--- src/rtl/mprj_seq_monitor.sv ---
// Checkpoint-sequence monitor: matches a sampled GPIO field in order against a
// programmed (value, mask) table, with per-checkpoint hold and a global budget.
module mprj_seq_monitor #(
  parameter int                WIDTH   = 16,
  parameter int                DEPTH   = 8,
  parameter int                HOLD    = 2,
  parameter int                CNT_W   = 24,
  parameter logic [CNT_W-1:0]  TIMEOUT = 24'd150000
) (
  input  logic                     wb_clk_i,
  input  logic                     wb_rst_i,
  input  logic                     cfg_we,
  input  logic [$clog2(DEPTH)-1:0] cfg_addr,
  input  logic [WIDTH-1:0]         cfg_value,
  input  logic [WIDTH-1:0]         cfg_mask,
  input  logic [$clog2(DEPTH):0]   cfg_len,
  input  logic                     start,
  input  logic                     abort,
  input  logic [WIDTH-1:0]         sample_in,
  input  logic                     sample_valid,
  output logic                     busy,
  output logic                     pass,
  output logic                     fail,
  output logic [1:0]               fail_code,
  output logic [$clog2(DEPTH):0]   step,
  output logic [CNT_W-1:0]         cycles
);

  localparam int AW = $clog2(DEPTH);
  localparam int SW = AW + 1;
  localparam int HW = $clog2(HOLD + 1);

  localparam logic [SW-1:0]    DEPTH_L = SW'(DEPTH);
  localparam logic [CNT_W-1:0] TO_LAST = TIMEOUT - CNT_W'(1);
  localparam logic [HW-1:0]    HOLD_LAST = HW'(HOLD - 1);

  localparam logic [1:0] CODE_TIMEOUT = 2'd1;
  localparam logic [1:0] CODE_ABORT   = 2'd2;
  localparam logic [1:0] CODE_BADCFG  = 2'd3;

  typedef enum logic [1:0] {
    S_IDLE,
    S_RUN,
    S_PASS,
    S_FAIL
  } state_t;

  state_t          state;
  logic [HW-1:0]   hold_cnt;
  logic [SW-1:0]   len_q;

  // Table is deliberately not reset so a bring-up program survives wb_rst_i.
  logic [WIDTH-1:0] tab_val  [DEPTH];
  logic [WIDTH-1:0] tab_mask [DEPTH];

  always_ff @(posedge wb_clk_i) begin
    if (cfg_we && (state != S_RUN)) begin
      tab_val[cfg_addr]  <= cfg_value & cfg_mask;
      tab_mask[cfg_addr] <= cfg_mask;
    end
  end

  // sample_valid is a pure qualifier: there is no back-pressure, a sample with
  // sample_valid=0 is neither a match nor a mismatch and leaves the hold count.
  logic [WIDTH-1:0] cur_val;
  logic [WIDTH-1:0] cur_mask;
  logic             hit;
  logic             accept;
  logic             final_acc;
  logic             timed_out;
  logic             len_bad;

  assign cur_val   = tab_val[step[AW-1:0]];
  assign cur_mask  = tab_mask[step[AW-1:0]];
  assign hit       = sample_valid && ((sample_in & cur_mask) == cur_val);
  assign accept    = hit && (hold_cnt == HOLD_LAST);
  assign final_acc = accept && (step == (len_q - SW'(1)));
  assign timed_out = (cycles == TO_LAST);
  assign len_bad   = (cfg_len == '0) || (cfg_len > DEPTH_L);

  always_ff @(posedge wb_clk_i) begin
    if (wb_rst_i) begin
      state     <= S_IDLE;
      busy      <= 1'b0;
      pass      <= 1'b0;
      fail      <= 1'b0;
      fail_code <= 2'd0;
      step      <= '0;
      cycles    <= '0;
      hold_cnt  <= '0;
      len_q     <= '0;
    end else begin
      case (state)
        S_IDLE, S_PASS, S_FAIL: begin
          if (start) begin
            len_q    <= cfg_len;
            pass     <= 1'b0;
            step     <= '0;
            cycles   <= '0;
            hold_cnt <= '0;
            if (len_bad) begin
              state     <= S_FAIL;
              busy      <= 1'b0;
              fail      <= 1'b1;
              fail_code <= CODE_BADCFG;
            end else begin
              state     <= S_RUN;
              busy      <= 1'b1;
              fail      <= 1'b0;
              fail_code <= 2'd0;
            end
          end
        end

        S_RUN: begin
          // Exit cycles leave cycles untouched so it freezes at the exit index.
          if (abort) begin
            state     <= S_FAIL;
            busy      <= 1'b0;
            fail      <= 1'b1;
            fail_code <= CODE_ABORT;
          end else if (final_acc) begin
            state    <= S_PASS;
            busy     <= 1'b0;
            pass     <= 1'b1;
            step     <= step + SW'(1);
            hold_cnt <= '0;
          end else if (timed_out) begin
            state     <= S_FAIL;
            busy      <= 1'b0;
            fail      <= 1'b1;
            fail_code <= CODE_TIMEOUT;
          end else begin
            cycles <= cycles + CNT_W'(1);
            if (accept) begin
              step     <= step + SW'(1);
              hold_cnt <= '0;
            end else if (hit) begin
              hold_cnt <= hold_cnt + HW'(1);
            end else if (sample_valid) begin
              hold_cnt <= '0;
            end
          end
        end

        default: state <= S_IDLE;
      endcase
    end
  end

endmodule

--- config.mk ---
export PLATFORM = sky130hd
export DESIGN_NAME = mprj_seq_monitor
export DESIGN_NICKNAME = d
export VERILOG_FILES = /design/src/rtl/mprj_seq_monitor.sv
export SDC_FILE = /design/constraint.sdc
export NUM_CORES = 1
export LEC_CHECK = 0
export ABC_CLOCK_PERIOD_IN_PS = 4550
export BUFFER_PORTS_ARGS = -buffer_cell sky130_fd_sc_hd__buf_2
export CAP_MARGIN = 20
export CELL_PAD_IN_SITES_DETAIL_PLACEMENT = 0
export CELL_PAD_IN_SITES_GLOBAL_PLACEMENT = 1
export CORE_ASPECT_RATIO = 0.6
export CORE_MARGIN = 5
export CORE_UTILIZATION = 46
export DETAILED_ROUTE_END_ITERATION = 10
export GPL_TIMING_DRIVEN = 0
export HOLD_SLACK_MARGIN = 0.06
export MAX_ROUTING_LAYER = met4
export PLACE_DENSITY_LB_ADDON = 0.1
export SLEW_MARGIN = 5
export SYNTH_ARGS = -nofsm -noshare
export SYNTH_HDL_FRONTEND = slang
export SYNTH_SLANG_ARGS = --single-unit
--- constraint.sdc ---
create_clock -name wb_clk_i -period 4.55 [get_ports wb_clk_i]
set_input_delay 0.91 -clock wb_clk_i [delete_from_list [all_inputs] [get_ports wb_clk_i]]
set_output_delay 0.91 -clock wb_clk_i [all_outputs]
set_load 0.02 [all_outputs]
==> impl_metrics.csv, run 1 <==
group,metric,value,unit
routing,first_pass_iters,5,
place,place_hpwl,23.4,mm
global_route,track_usage,0.213,
sta,fmaxAchievable,229,MHz
sta,period_share,0.958,
sta,clock_skew,0.0252,ns
finish,layout_common_cells,"256 x edfxtp_1, 103 x buf_2, 45 x mux4_2, 44 x dfxtp_1, 43 x nand2_1",
routing,drc,0,
routing,drt-total-wl,32.5,mm
clock_network,clk_latency,0.55,ns
clock_network,post_cts_resized,0,
synthesis,synth_ff_type,"edfxtp_1",
floorplanning,start_util,0.471,
clock_network,clock-sinks,300,
synthesis,async_flop_share,0,
clock_network,cts_hold_buf,0,
synthesis,ys_ff_latch,300,
worst_setup_path,start_kind,"flip-flop",
synthesis,syn_area,12600,µm²
routing,via_per_inst,5.92,
floorplanning,core,26700,µm²
routing,drt_iter0_markers,672,
finish,drive_above_1_share,0.294,
finish,regArea,8570,µm²
pwr,peakVddDrop,0.342,mV
global_route,use_met3,0.0419,
global_route,grt_pass1_wl,48.7,mm
finish,multi_input_area,3760,µm²
sta,drv_slew,0,
clock_network,h-tree-depth,1,
clock_network,clock_path_buffers,3,
clock_network,cts_made_buffers,29,
synthesis,synth_enable_flop_cells,256,
finish,fillCellCount,2169,
min_path,min_path_cells,2,
clock_network,cts_tree,"built",
finish,synthToLayoutAreaGrowth,18.4,%
floorplanning,die_width,224,µm
clock_network,cts.clk_slew.worst_paths,0.07,ns
sta,finalSetupViolations,0,
global_route,grt_max_degree,21,
floorplanning,fp.dieH,138,µm
status,status,"finished, final reports clean",
finish,fin_nets,988,
worst_setup_path,crit_required,5.00,ns
global_route,grt_pass1_vias,7659,
place,port_buffers,93,
routing,vias,7710,
floorplanning,ios,94,
global_route,top_usage_layer,"met1",
global_route,grt_overflow,0,
synthesis,synth_area_leaders,"edfxtp_1 61%, mux4_2 8.1%, dfxtp_1 7.0%",
routing,wl_per_cell,24.9,µm
min_path,hold_path_startpoint,"fail",
routing,drtAntennaViolNets,0,
synthesis,synthDistinctLibCells,73,
global_route,grtUsageMet2,0.298,
sta,slew_headroom,0.227,
clock_network,cts_setup_buffers,0,
place,dp_slack,0.297,ns
synthesis,yosysTopAreaCell,"edfxtp_1",
sta,setup_ws,0.190,ns
synthesis,netlist_instances,774,
synthesis,synth_nets,839,
worst_setup_path,crit_arrival,4.81,ns
synthesis,seq_area_frac_synth,0.681,
sta,period_needed,4.36,ns
min_path,hold_path_class,"flip-flop to flip-flop",
sta,tns,0,ns
sta,worst_slew_pin_slew,1.15,ns
worst_setup_path,worstRegToRegCells,13,
synthesis,syn_avg_cell_area,16.3,µm²
global_route,antenna_found_initial,0,
worst_setup_path,end_kind,"flip-flop",
floorplanning,die-area,30900,µm²
worst_setup_path,worst-setup-path-type,"flip-flop to flip-flop",
synthesis,yosysTopAreaCellShare,0.611,
worst_setup_path,critPathMaxFanout,10,
synthesis,yosys_warnings,0,
floorplanning,num_rows,46,
sta,rsz0062_at_grt,"no",
place,place_area,13900,µm²
flow_run,maxCapViolCount,0,
finish,stdcell_area,14900,µm²
finish,final_common_cell,"edfxtp_1",
global_route,met1_usage,0.330,
place,routabilityCongestion,0.900,
sta,hold_viol_final,0,
pwr,p_leak,5.08,nW
clock_network,root_buffer,"clkbuf_16",
pwr,powerDensity,403,nW/µm²
finish,n_antenna_cell,0,
sta,whs,0.462,ns
[through the flow]
stage | cells | util | power (W)
after global routing | 1303 | 0.558 | 0.00619
after CTS | 1303 | 0.558 | 0.00604
after detailed placement | 1252 | 0.519 | 0.00342
after global placement | 1227 | 0.506 | 0.00339
final | 1303 | 0.558 | 0.00601
after floorplan | 774 | - | 0.00327
[layer usage]
layer | share of wire | vias to the layer above
li1 | - | 3406
met1 | 0.48 | 3994
met2 | 0.44 | 273
met3 | 0.076 | 37
met4 | 0.012 | 0
met5 | 0 | -
[critical path: stages, from the launching register on]
cell and delay (ns):
dfxtp_1 0.43, buf_2 0.29, inv_2 0.22, buf_1 0.80, mux2i_1 0.41, a21oi_1 0.10, nor4_1 0.69, and2_1 0.22
and4_1 0.26, buf_6 0.18, nor2_4 0.09, buf_2 0.22, a211o_1 0.28, o41ai_1 0.06
[power breakdown]
part	switching, W	internal (W)
Clock	0.00102	0.00162
Combinational	0.000204	0.0000979
Sequential	0.0000182	0.00304
Total	0.00125	0.00476
[kinds of logic after synthesis]
kind of cell               count (synthesis)  share of synthesized area
and+or+nand+nor                          202                     0.0872
AOI/OAI and AO/OA                         98                     0.0540
muxes                                    105                      0.138
DFF                                      300                      0.681
xor gates and xnor gates                  15                     0.0104
adders and majority gates                  4                    0.00398
buffers and inverters                     50                     0.0254
[cells in the mapped netlist, types with 12 or more instances]
cell type	count
o21ai_0	19
nor2_1	31
and2_1	20
mux2i_1	35
edfxtp_1	256
nand4_1	12
mux4_2	45
inv_1	12
nand2_1	43
nand3_1	21
mux2_2	18
a21oi_1	18
nor3_1	15
dfxtp_1	44
[sequential cells by signal, indices dropped and copies added (netlist names), named ones only]
name       cells
step           4
hold_cnt       2
busy           1
fail_code      2
tab_val      128
pass           1
cycles        24
len_q          4
state          2
fail           1
tab_mask     128
[worst paths after layout]
path                to  slack, ns
max reg2reg  cycles[8]       0.19
max          cycles[8]       0.19
min               fail       0.46
min reg2reg       fail       0.46
[cell type report]
class,instances,area share
sequential,300,0.575
inverter,14,0.00353
clock inverter,19,0.0207
timing repair buffer,118,0.0508
clock buffer,32,0.0495
tap,360,0.0302
buffer,36,0.0179
multi-input combinational,424,0.252
No activity file was read; power rests on OpenSTA's default activity.
==> run 2: changes to the inputs <==
--- a/config.mk
+++ b/config.mk
@@ -6,14 +6,14 @@
 export NUM_CORES = 1
 export LEC_CHECK = 0
 export ABC_CLOCK_PERIOD_IN_PS = 4550
-export BUFFER_PORTS_ARGS = -buffer_cell sky130_fd_sc_hd__buf_2
 export CAP_MARGIN = 20
 export CELL_PAD_IN_SITES_DETAIL_PLACEMENT = 0
 export CELL_PAD_IN_SITES_GLOBAL_PLACEMENT = 1
 export CORE_ASPECT_RATIO = 0.6
 export CORE_MARGIN = 5
-export CORE_UTILIZATION = 46
+export CORE_UTILIZATION = 49
 export DETAILED_ROUTE_END_ITERATION = 10
+export DONT_BUFFER_PORTS = 1
 export GPL_TIMING_DRIVEN = 0
 export HOLD_SLACK_MARGIN = 0.06
 export MAX_ROUTING_LAYER = met4
==> impl_metrics.csv, run 2 (same netlist as run 1, synthesis figures left out) <==
group,metric,value,unit
status,status,"finished, final reports clean",
clock_network,cts_tree,"built",
routing,drt-total-wl,31.9,mm
routing,first_pass_iters,7,
place,place_area,13400,µm²
pwr,powerDensity,394,nW/µm²
min_path,min_to,"tab_mask[0][15]",
min_path,min_path_cells,0,
floorplanning,die-area,29100,µm²
worst_setup_path,regToRegEndpoint,"cycles[8]",
clock_network,root_buffer,"clkbuf_16",
worst_setup_path,start_kind,"flip-flop",
sta,finalSetupViolations,0,
sta,period_needed,4.16,ns
clock_network,cts.clk_slew.worst_paths,0.07,ns
worst_setup_path,path_cells,"buf_2 > inv_2 > buf_1 > mux2i_1 > a21oi_1 > nor4_1 > and2_1 > and4_1 > buf_6 > nor2_4 > buf_2 > a211o_1 > o41ai_1",
sta,worst_slew_pin_slew,1.10,ns
sta,fmaxAchievable,241,MHz
sta,drv_slew,0,
finish,synthToLayoutAreaGrowth,13.4,%
global_route,grt_pass1_vias,7170,
routing,drtAntennaViolNets,0,
sta,period_share,0.913,
finish,fillCellCount,1931,
worst_setup_path,slowest_delay,0.85,ns
pwr,power,0.00562,W
min_path,hold_path_class,"input port to flip-flop",
global_route,antenna_found_initial,1,
sta,hold_viol_final,0,
place,port_buffers,0,
pwr,p_leak,4.61,nW
sta,setup_ws,0.394,ns
worst_setup_path,crit_arrival,4.60,ns
floorplanning,core,25300,µm²
routing,wl_per_cell,27.0,µm
sta,clock_skew,0.00984,ns
min_path,hold_path_startpoint,"cfg_mask[15]",
worst_setup_path,crit_top_cell,"buf_2",
clock_network,cts_setup_buffers,0,
sta,slew_headroom,0.266,
finish,stdcell_area,14300,µm²
worst_setup_path,crit_buf_inv,5,
global_route,grt_max_degree,21,
finish,multi_input_area,3760,µm²
pwr,peakVddDrop,0.253,mV
routing,drt_iter0_markers,915,
finish,layout_common_cells,"256 x edfxtp_1, 45 x mux4_2, 44 x dfxtp_1, 43 x nand2_1, 35 x mux2i_1",
worst_setup_path,cp_slowest_cell,"buf_1",
clock_network,h-tree-depth,1,
place,routabilityCongestion,0.869,
clock_network,cts_hold_buf,0,
place,dp_slack,0.481,ns
global_route,grt_pass1_wl,47.1,mm
worst_setup_path,critPathMaxFanout,10,
floorplanning,num_rows,45,
routing,drc,0,
clock_network,post_cts_resized,0,
clock_network,clk_latency,0.54,ns
routing,via_per_inst,6.22,
finish,drive_above_1_share,0.214,
finish,reg_top3,"tab_mask (128), tab_val (128), cycles (24)",
sta,rsz0062_at_grt,"no",
floorplanning,start_util,0.498,
finish,fin_nets,895,
finish,final_common_cell,"edfxtp_1",
clock_network,clock_path_buffers,3,
clock_network,cts_made_buffers,28,
floorplanning,die_width,217,µm
floorplanning,fp.dieH,134,µm
clock_network,clock-sinks,300,
global_route,grt_overflow,0,
routing,vias,7351,
worst_setup_path,worst-setup-path-type,"flip-flop to flip-flop",
worst_setup_path,critPathTopFamily,"buffers and inverters",
worst_setup_path,worstRegToRegCells,13,
floorplanning,ios,94,
finish,regArea,8570,µm²
worst_setup_path,end_kind,"flip-flop",
global_route,track_usage,0.224,
flow_run,maxCapViolCount,0,
worst_setup_path,crit_required,4.99,ns
place,place_hpwl,23.0,mm
worst_setup_path,reg2reg_slack,0.39,ns
run 2: cell types whose count changed in the layout (fill, tap and decap cells not counted), sizes merged:
cell and delta:
clkbuf +10, clkinv -3, clkinvlp -1, buf -93
bufinv -6, clkdlybuf4s18 +1, diode +1
run 2: area by class of cell:
cell class              count  area share
repair buffers             26      0.0209
inverters                  14     0.00368
well taps                 329      0.0288
clock inverters             9     0.00622
plain buffers              36      0.0187
multi-input cells         424       0.264
clock buffers              42      0.0574
diodes                      1    0.000175
flip-flops and latches    300       0.600
run 2: metal layers:
| metal | vias to the layer above | share of wire | global-route usage |
|---|---|---|---|
| li1 | 3212 | - | - |
| met1 | 3760 | 0.47 | 0.353 |
| met2 | 328 | 0.42 | 0.303 |
| met3 | 51 | 0.086 | 0.0517 |
| met4 | 0 | 0.018 | 0.0403 |
| met5 | - | 0 | - |
run 2: how the worst max path moves through the flow:
stage                     start        endpoint  slack, ns  cells after the start
floorplan           cfg_addr[0]  tab_mask[0][0]       0.49                      2
global placement    cfg_addr[0]  tab_mask[0][8]      -1.88                      2
detailed placement    flip-flop       cycles[8]       0.48                     13
CTS                   flip-flop       cycles[8]       0.45                     13
global route          flip-flop      cycles[14]       0.27                     13
finish                flip-flop       cycles[8]       0.39                     13
run 2: per-stage QoR:
| step | utilization | hold slack (ns) | std cells | setup TNS [ns] |
|---|---|---|---|---|
| 2_1_floorplan | - | 0.449 | 774 | 0 |
| 3_3_place_gp | 0.515 | 0.464 | 1103 | -287.34 |
| 3_5_place_dp | 0.528 | 0.475 | 1129 | 0 |
| 4_1_cts | 0.564 | 0.436 | 1180 | 0 |
| 5_1_grt | 0.565 | 0.433 | 1181 | 0 |
| 6_report | 0.565 | 0.460 | 1181 | 0 |
run 2: worst reg2reg max path, cell delays in order, from the launching register on:
cell and delay, ns:
dfxtp_1 0.40, buf_2 0.28, inv_2 0.24, buf_1 0.85, mux2i_1 0.41, a21oi_1 0.10, nor4_1 0.47, and2_1 0.20
and4_1 0.26, buf_6 0.19, nor2_4 0.10, buf_2 0.21, a211o_1 0.28, o41ai_1 0.06
run 2: where the power goes:
part	switching (W)	internal, W	total [W]
clock network	0.000964	0.00135	0.00231
registers	0.0000258	0.00304	0.00307
logic	0.000162	0.0000765	0.000238
total	0.00115	0.00447	0.00562
